==> config.mk <==
export PLATFORM = sky130hd
export DESIGN_NAME = viterbi_decode
export DESIGN_NICKNAME = d
export VERILOG_FILES = /design/src/rtl/viterbi_pkg.sv /design/src/rtl/viterbi_decode_acs.sv /design/src/rtl/viterbi_decode.sv
export SDC_FILE = /design/constraint.sdc
export NUM_CORES = 1
export LEC_CHECK = 0
export CAP_MARGIN = 15
export CORE_MARGIN = 10
export CORE_UTILIZATION = 42
export CTS_CLUSTER_DIAMETER = 60
export CTS_CLUSTER_SIZE = 20
export DETAILED_ROUTE_END_ITERATION = 16
export GPL_TIMING_DRIVEN = 0
export SLEW_MARGIN = 10
export SYNTH_ARGS = -nofsm -noshare
export SYNTH_HDL_FRONTEND = slang
export SYNTH_HIERARCHICAL = 1
export SYNTH_SLANG_ARGS = --single-unit
==> constraint.sdc <==
create_clock -name clk_sig -period 19.5 [get_ports clk_sig]
set_input_delay 2.925 -clock clk_sig [delete_from_list [all_inputs] [get_ports clk_sig]]
set_output_delay 2.925 -clock clk_sig [all_outputs]
set_load 0.005 [all_outputs]
==> src/rtl/viterbi_pkg.sv <==
`default_nettype none
// ============================================================================
// Module      : viterbi_pkg
// Description : Shared constants and helpers for the K=4, rate-1/2
//               hard-decision Viterbi decoder (generators 1011 / 1111).
// Revision    : 1.0 - initial release
// ============================================================================
package viterbi_pkg;

    localparam int NUM_STATES = 8;

    // Generator taps ordered {u, p1, p2, p3}
    localparam logic [3:0] G1 = 4'b1011;
    localparam logic [3:0] G0 = 4'b1111;

    // Symbol the encoder would emit leaving 'state' = {p1,p2,p3} on input 'u'
    function automatic logic [1:0] exp_sym(input logic [2:0] state, input logic u);
        logic [3:0] w_reg;
        w_reg = {u, state};
        return {^(w_reg & G1), ^(w_reg & G0)};
    endfunction

    // Hamming distance between two 2-bit symbols (0..2)
    function automatic logic [1:0] hamming2(input logic [1:0] a, input logic [1:0] b);
        logic [1:0] w_diff;
        w_diff = a ^ b;
        return {1'b0, w_diff[1]} + {1'b0, w_diff[0]};
    endfunction

endpackage : viterbi_pkg
`default_nettype wire

==> src/rtl/viterbi_decode_acs.sv <==
`default_nettype none
// ============================================================================
// Module      : vit_acs
// Description : Add-compare-select cell for one trellis state. Picks the
//               better of two candidate metrics and appends the decided bit
//               to the winning predecessor's survivor path.
// Revision    : 1.0 - initial release
// ============================================================================
module vit_acs #(
    parameter int PM_W     = 6,
    parameter int TB_DEPTH = 16
) (
    input  logic [PM_W:0]       i_cand0,
    input  logic [PM_W:0]       i_cand1,
    input  logic [TB_DEPTH-2:0] i_path0,
    input  logic [TB_DEPTH-2:0] i_path1,
    input  logic                i_dec_bit,
    output logic [PM_W:0]       o_metric,
    output logic [TB_DEPTH-1:0] o_path
);

    logic w_take1;

    // Lower metric wins; a tie keeps the predecessor whose oldest bit is 0
    always_comb begin
        w_take1  = (i_cand1 < i_cand0);
        o_metric = w_take1 ? i_cand1 : i_cand0;
        o_path   = {(w_take1 ? i_path1 : i_path0), i_dec_bit};
    end

endmodule : vit_acs
`default_nettype wire

==> src/rtl/viterbi_decode.sv <==
`default_nettype none
// ============================================================================
// Module      : viterbi_decode
// Description : Hard-decision register-exchange Viterbi decoder, K=4,
//               rate 1/2. One symbol in per en_p strobe, one decoded bit
//               out per strobe once the survivor paths are full.
// Revision    : 1.0 - initial release
// ============================================================================
module viterbi_decode
    import viterbi_pkg::*;
#(
    parameter int TB_DEPTH = 16,
    parameter int PM_W     = 6,
    parameter int INIT_PM  = 8
) (
    input  logic       clk_sig,
    input  logic       rst,
    input  logic       start_p,
    input  logic [1:0] code_sig,
    input  logic       en_p,
    output logic       decode_sig,
    output logic       dec_valid
);

    localparam int              CNT_W      = $clog2(TB_DEPTH + 1);
    localparam logic [PM_W-1:0] c_pm_max   = '1;
    localparam logic [PM_W-1:0] c_init_pm  = PM_W'(INIT_PM);
    localparam logic [CNT_W-1:0] c_fill_full = CNT_W'(TB_DEPTH);

    logic [PM_W-1:0]     r_pm       [NUM_STATES];
    logic [TB_DEPTH-1:0] r_path     [NUM_STATES];
    logic [CNT_W-1:0]    r_fill_cnt;
    logic                r_upd_q;
    logic                r_decode;
    logic                r_valid;

    logic [PM_W:0]       w_new_pm   [NUM_STATES];
    logic [TB_DEPTH-1:0] w_new_path [NUM_STATES];
    logic [PM_W:0]       w_diff     [NUM_STATES];
    logic [PM_W-1:0]     w_norm_pm  [NUM_STATES];
    logic [PM_W:0]       w_min;
    logic [2:0]          w_best;
    logic                w_found;

    // One ACS cell per destination state; predecessors differ only in bit 0
    for (genvar n = 0; n < NUM_STATES; n++) begin : g_state
        localparam logic [2:0] c_state = 3'(n);
        localparam logic [2:0] c_pred0 = {c_state[1:0], 1'b0};
        localparam logic [2:0] c_pred1 = {c_state[1:0], 1'b1};

        logic [1:0]    w_bm0;
        logic [1:0]    w_bm1;
        logic [PM_W:0] w_cand0;
        logic [PM_W:0] w_cand1;

        assign w_bm0   = hamming2(code_sig, exp_sym(c_pred0, c_state[2]));
        assign w_bm1   = hamming2(code_sig, exp_sym(c_pred1, c_state[2]));
        assign w_cand0 = {1'b0, r_pm[c_pred0]} + {{(PM_W-1){1'b0}}, w_bm0};
        assign w_cand1 = {1'b0, r_pm[c_pred1]} + {{(PM_W-1){1'b0}}, w_bm1};

        vit_acs #(
            .PM_W     (PM_W),
            .TB_DEPTH (TB_DEPTH)
        ) u_acs (
            .i_cand0   (w_cand0),
            .i_cand1   (w_cand1),
            .i_path0   (r_path[c_pred0][TB_DEPTH-2:0]),
            .i_path1   (r_path[c_pred1][TB_DEPTH-2:0]),
            .i_dec_bit (c_state[2]),
            .o_metric  (w_new_pm[n]),
            .o_path    (w_new_path[n])
        );
    end

    // Smallest of the freshly selected metrics
    always_comb begin
        w_min = w_new_pm[0];
        for (int i = 1; i < NUM_STATES; i++) begin
            if (w_new_pm[i] < w_min) begin
                w_min = w_new_pm[i];
            end
        end
    end

    // Rebase metrics so the best is zero, then clamp into PM_W bits
    always_comb begin
        for (int i = 0; i < NUM_STATES; i++) begin
            w_diff[i]    = w_new_pm[i] - w_min;
            w_norm_pm[i] = (w_diff[i] > {1'b0, c_pm_max}) ? c_pm_max : w_diff[i][PM_W-1:0];
        end
    end

    // Lowest-index state holding the zero metric is the survivor to read out
    always_comb begin
        w_best  = 3'd0;
        w_found = 1'b0;
        for (int i = 0; i < NUM_STATES; i++) begin
            if (!w_found && (r_pm[i] == '0)) begin
                w_best  = 3'(i);
                w_found = 1'b1;
            end
        end
    end

    // Trellis update: metrics, survivor paths and fill counter
    always_ff @(posedge clk_sig or posedge rst) begin
        if (rst) begin
            for (int i = 0; i < NUM_STATES; i++) begin
                r_pm[i]   <= (i == 0) ? '0 : c_init_pm;
                r_path[i] <= '0;
            end
            r_fill_cnt <= '0;
            r_upd_q    <= 1'b0;
        end else if (start_p) begin
            for (int i = 0; i < NUM_STATES; i++) begin
                r_pm[i]   <= (i == 0) ? '0 : c_init_pm;
                r_path[i] <= '0;
            end
            r_fill_cnt <= '0;
            r_upd_q    <= 1'b0;
        end else if (en_p) begin
            for (int i = 0; i < NUM_STATES; i++) begin
                r_pm[i]   <= w_norm_pm[i];
                r_path[i] <= w_new_path[i];
            end
            if (r_fill_cnt != c_fill_full) begin
                r_fill_cnt <= r_fill_cnt + 1'b1;
            end
            r_upd_q <= 1'b1;
        end else begin
            r_upd_q <= 1'b0;
        end
    end

    // Output stage: emit the oldest bit of the best survivor one edge after an update
    always_ff @(posedge clk_sig or posedge rst) begin
        if (rst) begin
            r_decode <= 1'b0;
            r_valid  <= 1'b0;
        end else if (start_p) begin
            r_decode <= 1'b0;
            r_valid  <= 1'b0;
        end else if (r_upd_q) begin
            r_decode <= r_path[w_best][TB_DEPTH-1];
            r_valid  <= (r_fill_cnt == c_fill_full);
        end else begin
            r_valid  <= 1'b0;
        end
    end

    assign decode_sig = r_decode;
    assign dec_valid  = r_valid;

endmodule : viterbi_decode
`default_nettype wire

# Word-level counts from Yosys, hierarchy flattened
# Cells that the tools add are included.
# Widths: inputs -> output; s select.
[classes]
mux = 61
order_cmp = 24
add_sub_neg = 29
n_eq_ne = 2
n_bitwise = 4
reduce_logical = 26
[op_table]
columns = ["operator", "n"]
rows = [
  ["$mux 128", 2],
  ["$mux 15", 8],
  ["$add 6x2->7", 16],
  ["$lt 7x7->1", 15],
  ["$mux 7", 15],
  ["$mux 48", 2],
  ["$gt 7x6->1 const B", 8],
  ["$sub 7x7->7", 8],
  ["$bmux 16 s3", 1],
  ["$logic_not 6->1", 8],
  ["$mux 6", 8],
  ["$mux 16", 2],
  ["$mux 3", 6],
  ["$mux 5", 3],
  ["$mux 1", 14],
  ["$add 1x1->2", 4],
  ["$logic_and 1x1->1", 7],
  ["$logic_not 1->1", 7],
  ["$reduce_bool 2->1", 3],
  ["$add 5x1->5 const B", 1],
  ["$eq 5x5->1 const B", 1],
  ["$ne 5x5->1 const B", 1],
  ["$ge 4x4->1 const B", 1],
  ["$not 3->4", 1],
  ["other kinds (3)", 4],
]
[totals]
input_bits = 6
out_inout_bits = 2
reg_bits = 184

# Logic depth before layout (Yosys ltp)
[depth]
word_depth = 29
mapped_depth = 84

# Hierarchy
# The synthesis kept the hierarchy.
[modules_own_cells]
columns = ["module", "n_inst", "cells_each", "area_each_um2"]
rows = [
  ["viterbi_decode", 1, 1677, 14582.7],
  ["vit_acs", 8, 48, 430.4],
]

# Worst setup path before layout
# Ideal clock, no wire load.
[synth_timing]
path_type = "in2reg"
from = "in code_sig[0]"
to = "reg r_pm[0] in the netlist's numbering"
path_buffers = 6
t_arrival_ps = 17666
path_slack_ps = 1734
setup_time_ps = 99
path_stages = 81
required_ps = 19401
cell_sequence = "inv_1 -> ha_1 -> ha_1 -> inv_1 -> fa_1 -> nor2_1 -> xor2_1 -> inv_1 -> ha_1 -> a21oi_1 -> o21ai_0 -> a21oi_2 -> buf_6 -> mux2_2 -> clkbuf_1 -> inv_1 -> ha_1 -> a21o_1 -> [45 not listed] -> a41oi_1 -> o31ai_1 -> buf_2 -> nor2_2 -> clkbuf_1 -> nor2_1 -> a21oi_1 -> ha_1 -> inv_1 -> ha_1 -> inv_1 -> nand2_1 -> a21oi_1 -> o21ai_1 -> a221o_1 -> a21oi_1 -> xnor2_1 -> a311oi_1"
[synth_lines]
columns = ["item", "line", "source"]
rows = [
  ["start: declaration", "viterbi_decode.sv:19", "input logic [1:0] code_sig,"],
  ["end signal: indexed assignment", "viterbi_decode.sv:109", "r_pm[i] <= (i == 0) ? '0 : c_init_pm;"],
  ["end signal: indexed assignment", "viterbi_decode.sv:116", "r_pm[i] <= (i == 0) ? '0 : c_init_pm;"],
  ["end signal: indexed assignment", "viterbi_decode.sv:123", "r_pm[i] <= w_norm_pm[i];"],
  ["end: declaration", "viterbi_decode.sv:30", "logic [PM_W-1:0] r_pm [NUM_STATES];"],
]

==> results <==
- Max-cap violations in this run came to 0.
- By instance count, the leading cell after synthesis is nor2_1.
- Compared with the post-synthesis result, the final layout area differs by 9.523%.
- The fraction of registers with async set or reset after synthesis is 100.0%.
- The clock net in this run drives a total of 184 sinks.
- The startpoint of the worst setup timing path is code_sig[0].
- For this block, the initial DRC count from the detailed router was 1,188.
- For this run, the number of Yosys warnings is 6.
- The reg-to-reg critical path startpoint is r_pm[42].
- The run finished with clean final reports.
- The congestion estimate from routability-driven global placement came to roughly 0.95.
- The worst register-to-register path ends at r_pm[44].
- At the placement stage, the worst setup path has a slack of -2.272 ns.
- In this run the worst setup path terminates at r_pm[44].
- After technology mapping, the gate count stands at 2,061.
- The clock buffer count from CTS is 17.
- The area fraction of the dominant cell type after synthesis is 24.57%.
- Summing all multi-input logic gate instances after layout gives around 12,000 um^2.
- The placed wire-length estimate after detailed placement is around 45,000 um.
- The routed length per placed instance is roughly 22 um.
- After synthesis, the cell types taking the most area are dfrtp_1 25%, mux2_2 12%, mux2i_1 8.1%.
- The top flip-flop cell by instance count after synthesis is dfrtp_1.
- The path type of the worst setup path is input pin to register.
- The total number of vias is 15,400.
- The floorplan has between 70 and 80 rows.
- The path class of the tightest hold or removal check is register to register.
- The net count reported at finish is 2,247.
- No sink is reached through more buffers than the 2 on the longest clock path.
- The data required time of the critical path is roughly 20 ns.
- The worst-case hold slack is slightly below 0.5 ns.
- In the final layout, flip-flops and latches occupy approximately 4600 um^2.
- The mapped cell area is 18,030 um^2.
- The residual antenna-violating net count after detailed routing is 0.
- The number of distinct library cells after synthesis is slightly above 90.
- Entering global routing, the biggest net connects between 100 and 150 pins.
- The initial antenna violation count is 0.
- The final count of pins violating max slew is 0.
- The number of failing setup endpoints in the final timing report is 0.
- The critical path's largest stage delay is between 0.5 and 0.6 ns.
- The count of TritonRoute iterations in the first routing pass is 5.
- The TritonCTS clock tree is yes.
- In this run the mean area of a mapped cell was ~8.7 um^2.
- The worst path meets setup with about 0.86 ns of slack.
- In this run the worst path has a maximum fanout of 10.
- The overall overflow remaining after global route is 0.
- Setup slack on the worst reg-to-reg path comes out at 3.95 ns.
- The largest total area in the synthesized netlist belongs to dfrtp_1.
- The final-layout fill cell count is 4,102.
- The share of final-layout standard cells stronger than drive strength 1 is roughly 17%.
- The total routing resource utilization after global routing is 22.25%.
- The critical path's slowest cell is clkdlybuf4s50_1.
- The data arrival time of the critical path is roughly 19 ns.
- STA classifies the critical path startpoint as an input pin.
- The number of cells on the worst reg-to-reg path is 77.
- The commonest cells after synthesis are 308 x nor2_1, 185 x mux2_2, 177 x dfrtp_1.
- The post-synthesis sequential area ratio is roughly 26%.
- The maximum clock rate is roughly 0.054 GHz.
- The total die area is 51,610 um^2.
- The clock transition at the register clock pins on the worst setup and hold paths after CTS is roughly 0.080 ns.
- The wire length of the first global-routing pass is 89,600 um.
- The worst path in the final design needs a cycle of approximately 19 ns, including I/O delays and setup.
- The final wirelength is approximately 57,000 um.
- The total area inside the core boundary comes to ~42,000 um^2.
- In this run, synthesis produced a sequential element count of between 150 and 200.
- During I/O placement, the number of pins put on the boundary was 8.
- The number of global-route vias before repair is 15,330.
- In this run the tightest slew margin relative to its limit is about a fifth.
- The slew at the pin closest to its max-slew limit is between 1 and 1.5 ns.
- The type of element capturing the critical path is a register.
- The initial core utilization is approximately 43%.
- The clock insertion delay at the later pin of the skew report is 0.45 ns.
- The die is roughly 230 um wide.
- The number of antenna diodes in the final layout is 0.
- The final critical path takes up 95.61% of the cycle.
- The synthesized design contains 0 enable-type register cells.
- Measured along the y axis, the die boundary spans 227.2 um.
- The via density per instance is between 5 and 6.
- The cell that appears most often on the critical path is ha_1.
- The startpoint of the tightest hold check path is r_upd_q.
- The cell chosen for the clock root is clkbuf_16.
- The hold violation total from the final report was 0.
- The total DRC errors in the routed layout is 0.
- Port buffering added 5 buffers.
- The clock skew is ~0.013 ns.
- The clock tree synthesis step divided the H-tree into 4 levels.
## per-stage QoR
stage | cells | setup TNS [ns] | utilization (%) | cell area, um^2
after CTS | 2655 | 0 | 46.34 | 19570
after detailed placement | 2613 | -91.54 | 44.58 | 18820
final | 2663 | 0 | 46.75 | 19740
after global placement | 2611 | -80.65 | 44.46 | 18770
after global routing | 2663 | -0.3453 | 46.75 | 19740
after floorplan | 2067 | 0 | - | 18050
## kinds of logic after synthesis
logic type | synth area share [%]
AND/OR/NAND/NOR | 14.67
AO/OA/AOI/OAI | 14.88
multiplexers | 19.79
buffers and inverters | 6.865
flip-flops | 25.59
adder cells (fa/ha/maj) | 11.26
XOR/XNOR | 6.899
other | 0.04166
## layout make-up
type | instances | area share (%)
inverters | 152 | 2.928
flip-flops and latches | 184 | 23.37
plain buffers | 128 | 3.422
clock buffers | 17 | 2.155
clock inverters | 15 | 0.9253
multi-input cells | 1601 | 62.60
well taps | 539 | 3.416
repair buffers | 27 | 1.191
## layer usage
layer / share of wire, % / GRT usage [%]
met1: 45 / 29.21
met3: 4.5 / 2.484
met5: 0 / 0
met4: 2.0 / 5.460
met2: 48 / 38.29
## what timing repair did
action | CTS | global route
gates resized for setup | 15 | 29
hold buffers | 0 | 0
setup endpoints to repair | 48 | 48
buffers inserted | 10 | 10
pin swaps | 3 | 6
endpoints found under the hold margin | 0 | 0
## worst max-delay path: cells and delay by family
family                   cells  cell delay, ns
AO/OA/AOI/OAI               26            4.83
adder cells (fa/ha/maj)     14            4.26
buffers and inverters       16            2.54
multiplexers                 3            0.88
AND/OR/NAND/NOR             20            3.30
XOR/XNOR                     1            0.20
## cell usage in the layout (no fill, tap or decap), drive strengths merged, types with 12 or more instances in the layout
cell    instances
nor2          309
mux2          185
dfrtp         177
inv           158
mux2i         147
nand2         116
ha            114
xnor2          90
clkbuf         89
buf            78
a21oi          73
o21ai          62
xor2           52
a311oi         42
maj3           28
nor3           27
a21o           24
and2           23
a31oi          23
nand2b         21
nand4          20
nand3          20
a211oi         19
nor2b          16
fa             16
o221ai         12
o31ai          12
## how the worst min path moves through the flow
stage,cells after the start,slack [ns],to
after CTS,1,0.50,decode_sig
final,1,0.50,decode_sig
after global placement,1,0.47,decode_sig
after floorplan,1,0.44,decode_sig
after detailed placement,1,0.48,decode_sig
after global routing,1,0.50,decode_sig
## state kept, by name (all words and copies together), names as in the netlist
name,flops
r_path,128
r_pm,48
r_fill_cnt,5
dec_valid,1
decode_sig,1
r_upd_q,1
Power is not shown: default switching activity piles up to over one toggle a cycle in this logic, so the estimate is an artifact.
